`config.mk`:
```
export PLATFORM = sky130hd
export DESIGN_NAME = pipe_hazard_unit
export DESIGN_NICKNAME = d
export VERILOG_FILES = /design/src/rtl/pipe_hazard_unit.sv
export SDC_FILE = /design/constraint.sdc
export NUM_CORES = 1
export LEC_CHECK = 0
export CORE_ASPECT_RATIO = 0.8
export CORE_UTILIZATION = 39
export CTS_CLUSTER_SIZE = 24
export DETAILED_ROUTE_END_ITERATION = 12
export MAX_ROUTING_LAYER = met4
export PLACE_DENSITY = 0.81
export SLEW_MARGIN = 20
export SYNTH_ARGS = -nofsm -noshare
export SYNTH_HDL_FRONTEND = slang
export SYNTH_SLANG_ARGS = --single-unit
```
`constraint.sdc`:
```
create_clock -name clk -period 5 [get_ports clk]
set_input_delay 1.5 -clock clk [delete_from_list [all_inputs] [get_ports clk]]
set_output_delay 1.5 -clock clk [all_outputs]
set_load 0.01 [all_outputs]
```
`src/rtl/pipe_hazard_unit.sv`:
```
// -----------------------------------------------------------------------------
// pipe_hazard_unit
//   Hazard / forwarding controller for the pipelined miniRV core.
//   A small scoreboard tracks the destination of every instruction in flight
//   after ID (entry 0 = EX ... entry FWD_STAGES-1 = WB). For each ID source
//   register the youngest matching entry is chosen: if its value is already
//   available it is forwarded, otherwise a load-use stall is raised.
//   Redirects produce a FLUSH_CYCLES-long flush window. A data memory that is
//   not ready freezes the whole pipeline, including this scoreboard.
//
// Ports
//   clk, rst_n            clock, asynchronous active-low reset
//   id_valid_i            ID holds a real instruction
//   id_rs1_i / id_rs2_i   ID source register indices
//   id_rd_i, id_we_i      ID destination index and its write enable
//   id_is_load_i          ID instruction is a load
//   stage_data_i          result of entry k at [k*XLEN +: XLEN]
//   redirect_i            EX resolved a taken branch/jump (used when mem ready)
//   mem_ready_i           data memory finished this cycle
//   stall_if_o            hold PC
//   stall_id_o            hold IF/ID, insert bubble into EX
//   flush_if_id_o         kill IF/ID contents
//   freeze_o              hold every pipeline register
//   fwd_a_hit_o / fwd_b_hit_o    use forwarded value for rs1 / rs2
//   fwd_a_data_o / fwd_b_data_o  forwarded rs1 / rs2 value
// -----------------------------------------------------------------------------
module pipe_hazard_unit #(
  parameter int XLEN         = 32,
  parameter int REG_AW       = 5,
  parameter int FWD_STAGES   = 3,
  parameter int LOAD_LAT     = 1,
  parameter int FLUSH_CYCLES = 2
) (
  input  logic                       clk,
  input  logic                       rst_n,
  input  logic                       id_valid_i,
  input  logic [REG_AW-1:0]          id_rs1_i,
  input  logic [REG_AW-1:0]          id_rs2_i,
  input  logic [REG_AW-1:0]          id_rd_i,
  input  logic                       id_we_i,
  input  logic                       id_is_load_i,
  input  logic [FWD_STAGES*XLEN-1:0] stage_data_i,
  input  logic                       redirect_i,
  input  logic                       mem_ready_i,
  output logic                       stall_if_o,
  output logic                       stall_id_o,
  output logic                       flush_if_id_o,
  output logic                       freeze_o,
  output logic                       fwd_a_hit_o,
  output logic                       fwd_b_hit_o,
  output logic [XLEN-1:0]            fwd_a_data_o,
  output logic [XLEN-1:0]            fwd_b_data_o
);

  // Counter holds at most FLUSH_CYCLES-1.
  localparam int CNT_W = (FLUSH_CYCLES > 1) ? $clog2(FLUSH_CYCLES) : 1;
  localparam logic [CNT_W-1:0] CNT_RELOAD = CNT_W'(FLUSH_CYCLES - 1);
  localparam logic [CNT_W-1:0] CNT_ONE    = CNT_W'(1);

  // Scoreboard: write-enable and rd!=0 are folded into vld.
  logic [FWD_STAGES-1:0]             vld_q, vld_d;
  logic [FWD_STAGES-1:0]             ld_q, ld_d;
  logic [FWD_STAGES-1:0][REG_AW-1:0] rd_q, rd_d;
  logic [CNT_W-1:0]                  cnt_q, cnt_d;

  logic [FWD_STAGES-1:0] ready_s;
  logic [XLEN+1:0]       look_a_s, look_b_s;
  logic                  haz_s;
  logic                  flush_active_s;
  logic                  stall_s;

  // Youngest-match lookup: returns {hit, hazard, data}. A younger match that
  // is not yet ready blocks any older ready match.
  function automatic logic [XLEN+1:0] fwd_lookup(
    input logic [REG_AW-1:0]                  rs,
    input logic [FWD_STAGES-1:0]              vld,
    input logic [FWD_STAGES-1:0][REG_AW-1:0]  rd,
    input logic [FWD_STAGES-1:0]              rdy,
    input logic [FWD_STAGES*XLEN-1:0]         data
  );
    logic            seen;
    logic            hit;
    logic            haz;
    logic [XLEN-1:0] val;
    seen = 1'b0;
    hit  = 1'b0;
    haz  = 1'b0;
    val  = '0;
    for (int k = 0; k < FWD_STAGES; k++) begin
      if (!seen && vld[k] && (rd[k] == rs) && (rs != '0)) begin
        seen = 1'b1;
        if (rdy[k]) begin
          hit = 1'b1;
          val = data[k*XLEN +: XLEN];
        end else begin
          haz = 1'b1;
        end
      end else begin
        seen = seen;
      end
    end
    return {hit, haz, val};
  endfunction

  // Per-entry readiness: load data only exists from entry LOAD_LAT onward.
  always_comb begin
    ready_s = '0;
    for (int k = 0; k < FWD_STAGES; k++) begin
      if (k >= LOAD_LAT) begin
        ready_s[k] = 1'b1;
      end else begin
        ready_s[k] = ~ld_q[k];
      end
    end
  end

  // Forwarding selection and hazard/stall/flush decode.
  always_comb begin
    look_a_s       = fwd_lookup(id_rs1_i, vld_q, rd_q, ready_s, stage_data_i);
    look_b_s       = fwd_lookup(id_rs2_i, vld_q, rd_q, ready_s, stage_data_i);
    haz_s          = look_a_s[XLEN] | look_b_s[XLEN];
    flush_active_s = redirect_i | (cnt_q != '0);
    stall_s        = id_valid_i & haz_s & ~flush_active_s & mem_ready_i;
  end

  assign freeze_o      = ~mem_ready_i;
  assign flush_if_id_o = flush_active_s & mem_ready_i;
  assign stall_if_o    = stall_s;
  assign stall_id_o    = stall_s;
  assign fwd_a_hit_o   = look_a_s[XLEN+1];
  assign fwd_b_hit_o   = look_b_s[XLEN+1];
  assign fwd_a_data_o  = look_a_s[XLEN-1:0];
  assign fwd_b_data_o  = look_b_s[XLEN-1:0];

  // Next-state: shift scoreboard and step flush counter unless frozen.
  always_comb begin
    vld_d = vld_q;
    ld_d  = ld_q;
    rd_d  = rd_q;
    cnt_d = cnt_q;
    if (mem_ready_i) begin
      for (int k = 1; k < FWD_STAGES; k++) begin
        vld_d[k] = vld_q[k-1];
        ld_d[k]  = ld_q[k-1];
        rd_d[k]  = rd_q[k-1];
      end
      // A stalled or flushed ID sends a bubble into EX.
      if (stall_s || flush_active_s) begin
        vld_d[0] = 1'b0;
        ld_d[0]  = 1'b0;
        rd_d[0]  = '0;
      end else begin
        vld_d[0] = id_valid_i & id_we_i & (id_rd_i != '0);
        ld_d[0]  = id_is_load_i;
        rd_d[0]  = id_rd_i;
      end
      // A redirect inside an open window restarts it.
      if (redirect_i) begin
        cnt_d = CNT_RELOAD;
      end else if (cnt_q != '0) begin
        cnt_d = cnt_q - CNT_ONE;
      end else begin
        cnt_d = cnt_q;
      end
    end else begin
      cnt_d = cnt_q;
    end
  end

  // State registers with asynchronous clear.
  always_ff @(posedge clk or negedge rst_n) begin
    if (!rst_n) begin
      vld_q <= '0;
      ld_q  <= '0;
      rd_q  <= '0;
      cnt_q <= '0;
    end else begin
      vld_q <= vld_d;
      ld_q  <= ld_d;
      rd_q  <= rd_d;
      cnt_q <= cnt_d;
    end
  end

endmodule

```
---- Word-level counts from Yosys, hierarchy flattened ----
Cells that the tools add are included.
word-level totals
  register bits ........................... 20
  word-level logic and storage cells ...... 73
  output and inout port bits .............. 70
  input port bits ......................... 118
operators by class
  eq/ne operators ......................... 6
  bitwise logic cells ..................... 10
  reduce and logical (&&, ||, !) cells .... 24
  multiplexer cells ....................... 26
  add/subtract/negate cells ............... 1
operator list
  operator               count
  $mux W32               7
  $eq A5 B5 Y1           6
  $mux W1                18
  $logic_and A1 B1 Y1    16
  $reduce_bool A5 Y1     3
  $and A1 B1 Y1          6
  $mux W5                1
  $logic_not A1 Y1       4
  $not A1 Y1             2
  $or A1 B1 Y1           2
  $logic_or A1 B1 Y1     1
  $sub A1 B1 Y1 const B  1

---- Longest topological paths before layout ----
  word-level depth ........................ 14
  mapped depth ............................ 8
  gate-level depth less buffers ........... 5

---- Least setup slack after synthesis ----
OpenSTA, ideal clock, no wires.
  kind .................................... in2out
  start ................................... input port id_rs2_i[0]
  end ..................................... output port stall_if_o
  data required time ...................... 3500 ps
  arrival time ............................ 2941 ps
  stages on the path ...................... 7
  setup slack ............................. 559 ps
  path buffers ............................ 3
  cell sequence ........................... clkbuf_1 > xor2_1 > nor4_2 > buf_2 > o21ai_1 > nor2_1 > buf_4
on the way
  word-level cells in the longest chain between the ends .. 8
  elaborated cells between the ends (all ways) .. 9
  classes of those cells .................. eq/ne: 1; mux: 1; bitwise: 4; reduce/logical: 3
RTL lines
  element                          RTL line  RTL
  from (decl)                      38        input logic [REG_AW-1:0] id_rs2_i,
  $eq A5 B5 Y1                     90        if (!seen && vld[k] && (rd[k] == rs) && (rs != '0)) begin
  $logic_and A1 B1 Y1              90
  $logic_and A1 B1 Y1 (*)          90
  $mux W1 (*)                      90
  $or A1 B1 Y1 (*)                 121       haz_s = look_a_s[XLEN] | look_b_s[XLEN];
  $and A1 B1 Y1 (*) (3 in series)  123       stall_s = id_valid_i & haz_s & ~flush_active_s & mem_ready_i;
  to (decl)                        45        output logic stall_if_o,
Mark *: on every way between the ends. The rest lies on a longest branch, timed or not.

---- Worst setup path in the final report ----
  start ................................... input port id_rs2_i[3]
  end ..................................... output port fwd_b_data_o[18]
on the way
  word-level cells in the longest chain between the ends .. 14
  elaborated cells between the ends (all ways) .. 19
  classes of those cells .................. eq/ne: 3; mux: 5; reduce/logical: 11
RTL lines
  element                            RTL line  RTL
  $eq A5 B5 Y1                       90
  $logic_and A1 B1 Y1 (2 in series)  90
  $mux W1                            90
  $logic_not A1 Y1                   90
  $logic_and A1 B1 Y1 (3 in series)  90
  $mux W1                            90
  $logic_not A1 Y1                   90
  $logic_and A1 B1 Y1 (3 in series)  90
  $mux W32 (*)                       90
  to (decl)                          52        output logic [XLEN-1:0] fwd_b_data_o
Marks and branches as above.

==> results by group <==
Logic synthesis
  – Post-synthesis compound-gate area fraction: 0.313
  – Synth warnings: 0
  – Number of synthesized flops with an enable pin: 0
  – Syn_nets: 584
  – Area share of fa/ha/maj cells after synthesis: 0
  – Most common library cells after synthesis: nand2_1 (76), a22oi_1 (64), a31oi_1 (64)
  – Dominant combinational cell family by area after synthesis: simple AND/OR/NAND/NOR gates
  – Cells taking the most area after synthesis: dfrtp_1 (15%), a22oi_1 (15%), a31oi_1 (12%)
  – Post-synthesis share of cell area spent on xor and xnor gates: 0.0805
  – Proportion of synthesized chip area in sequential cells: 0.153
  – Synth Flop Type: dfrtp_1
  – Per-instance average area after synthesis: 7.01 µm²
  – Multiplexer fraction of the synthesized cell area: 0.0379
  – Area share of the largest cell type after synthesis: 0.153
  – Synth async-reset ratio: 1.00
  – Post-Synthesis Cell Area: 3260 µm²
  – Synthesized flop and latch total: 20
  – Cell type contributing the most total cell area after synthesis: dfrtp_1
  – Most instantiated library cell after synthesis: nand2_1
  – Post-synthesis share of cell area spent on and, or, nand and nor gates: 0.324
  – Gate count after technology mapping: 466
  – Synth cell types: 38

Die
  – FP Rows: 29
  – Core area: 8020 µm²
  – Initial core utilization: 0.407
  – Boundary pin count: 188
  – Area of the die: 8740 µm²
  – Vert. Die Dim: 83.8 µm
  – Die width: 104 µm

STA
  – Worst hold slack after final layout: 0.556 ns
  – Post-route clock period utilization: 1.00
  – Unrepaired setup endpoints after global routing: true
  – Final WS setup: -0.00942 ns
  – Final hold vios: 0
  – Min Tclk post-route: 5.01 ns
  – Setup clock skew after layout: 0.00995 ns
  – Worst-Margin Slew: 0.906 ns
  – Setup violation total in the final timing report: 2
  – Maximum frequency from static timing analysis: 200 MHz
  – Number of pins exceeding their max-slew limit in the final report: 0
  – Tightest slew margin relative to the limit: 0.395

Route
  – Final ANT Viol Nets: 0
  – Average vias per placed instance: 6.44
  – Number of design-rule violations left by the first detailed-router iteration: 475
  – Count of unresolved DRC violations after routing: 0
  – Post-DR wirelength/cell: 20.9 µm
  – First-pass detailed-route iteration total: 5
  – Overall routed net length: 15.8 mm
  – Via count: 4893

Placed design
  – IO Port Bufs: 187
  – DP Worst Slack: -0.580 ns
  – Global placement routability congestion: 0.929
  – Detailed placer's ending HPWL: 10.2 mm

Setup path
  – Data required time of the worst path: 3.50 ns
  – Slack of the worst reg-to-reg path: 2.90 ns
  – End of the worst register-to-register path: vld_q[0]$_DFFE_PN0P_
  – CP max FO: 15
  – Reg2reg start: rd_q[0]$_DFFE_PN0P_
  – Startpoint type of the worst setup path: input pin
  – Cell with the biggest individual delay on the critical path: or4_4
  – Critical-path cell list: dlygate4sd2_1, or4_4, nor2_4, and4b_2, buf_4, buf_6, a31oi_1, a22oi_1, clkdlybuf4s15_2
  – Worst endpoint data arrival time: 3.51 ns
  – Startpoint-to-endpoint class of the critical path: in -> out
  – Max incr delay on CP: 0.57 ns
  – Category of the worst setup path capture point: output pin
  – Depth of the worst register-to-register path: 8

Clock tree
  – CTS max path bufs: 2
  – Clock tree from TritonCTS: yes
  – Hold buffer count at CTS: 0
  – Clock Tree Root: clkbuf_8
  – Clock transition at the registers of the reported paths: 0.09 ns
  – Clock insertion delay at the later pin of the skew report: 0.27 ns
  – Number of buffers added by the clock tree synthesis step: 3
  – CTS H-tree lvls: 1
  – Sink count of the clock tree: 20

Pwr
  – Pwr dens: 131 nW/µm²
  – Leakage power: 2.40 nW
  – Pwr Total: 0.000753 W
  – Max rail drop VDD: 0.234 mV

Hold path
  – Worst hold path stage count: 1
  – Endpoint of the worst hold-timing path: cnt_q$_DFFE_PN0P_
  – Startpoint of the tightest hold check path: cnt_q$_DFFE_PN0P_
  – Type of the worst min-delay path: reg -> reg

Global routing
  – Largest net degree at the start of global routing: 48
  – Vias in the first global route: 4598
  – Number of antenna violations at the first check in global routing: 0
  – Total overflow reported by the global router: 0
  – Overall fraction of global-route tracks in use: 0.350
  – First-pass GRT wire length: 24.4 mm

Finish
  – Fraction of final layout cells with drive strength greater than 1: 0.265
  – Inserted Diodes: 0
  – Sequential Area: 504 µm²
  – Filler instances: 626
  – Net count of the finished layout: 771
  – Footprint of the multi-input gates: 2690 µm²
  – Area growth from synthesis to layout: 76.5%

Status
  – Failing checks: negative setup slack
  – Result of the run: complete, but fails checks

Flow run
  – Maxcap violations: 0
flip-flops by register name, summed over array words and instances, names as in the netlist:
register and cells:
rd_q 15, vld_q 3, cnt_q 1, ld_q 1
per-stage QoR:
stage | utilization | instances | TNS, ns | instance area (µm²)
after floorplan | - | 466 | 0 | 3260
after global placement | 0.675 | 733 | -26.11 | 5410
after detailed placement | 0.675 | 733 | -29.30 | 5410
after CTS | 0.709 | 754 | -0.164 | 5680
after global routing | 0.719 | 760 | -0.203 | 5760
final | 0.719 | 760 | -0.00945 | 5760
routing by layer:
metal	up-vias	global-route usage	wire length (µm)
met5	-	-	0
met2	366	0.559	7350
li1	2172	-	-
met3	54	0.0570	1610
met1	2301	0.456	6440
met4	0	0.0987	454
worst max-delay path, delay by kind of cell:
family	cells	cell delay (ns)
AND/OR/NAND/NOR	3	0.94
buffers and inverters	4	0.78
AO/OA/AOI/OAI	2	0.28
logic make-up (layout without fill, tap and decap cells):
group / after synthesis / after routing
buf+inv: 66 / 252
xor+xnor: 30 / 30
mux: 11 / 11
compound gates: 145 / 145
simple gates: 194 / 194
flops: 20 / 20
power by group:
group | internal (W) | switching [W] | total [W]
clock network | 0.000107 | 0.0000600 | 0.000167
logic | 0.000198 | 0.000179 | 0.000377
registers | 0.000175 | 0.0000341 | 0.000209
final cells by class:
type / count / share of cell area
clock buffers: 3 / 0.00716
clock inverters: 1 / 0.00521
inverters: 3 / 0.00195
multi-input cells: 380 / 0.467
flip-flops and latches: 20 / 0.0875
well taps: 108 / 0.0234
repair buffers: 245 / 0.408
timing repair:
item | in CTS | in global routing
endpoints found under the setup margin | 68 | 61
cloned | 3 | 3
pin swaps | 12 | 18
gates resized for setup | 208 | 57
setup buffers | 14 | 3
cells in the final DEF, fill, tap and decap left out, types with 2 or more instances in the layout:
master / count
nor4_4: 4
clkdlybuf4s15_2: 5
nor2_4: 2
xnor2_1: 11
buf_6: 6
buf_4: 32
bufbuf_16: 3
clkbuf_8: 3
nand2_1: 74
a22oi_2: 8
clkdlybuf4s15_1: 3
mux2_2: 11
o2bb2ai_1: 6
clkdlybuf4s50_1: 108
xor2_1: 10
a22oi_1: 56
nand2b_1: 32
a31oi_1: 59
o21ai_0: 2
nor4_1: 33
nor2_1: 5
clkbuf_16: 3
or4_4: 3
buf_12: 14
xnor2_2: 7
dlygate4sd2_1: 18
dfrtp_2: 3
clkbuf_2: 23
buf_2: 30
dfrtp_1: 17
nand2_2: 2
a31oi_2: 4
nand4_1: 35
inv_1: 2
worst max-delay path by stage:
stage                      startpoint               end  depth (start not counted)
after detailed placement  id_rs1_i[2]   fwd_a_data_o[7]                          9
after floorplan           id_rs2_i[0]        stall_if_o                          7
final                     id_rs2_i[3]  fwd_b_data_o[18]                          9
after global placement    id_rs1_i[2]   fwd_a_data_o[7]                          9
after CTS                 id_rs2_i[2]  fwd_b_data_o[11]                          9
after global routing      id_rs2_i[3]  fwd_b_data_o[18]                          9
(Power assumes the default switching activity.)
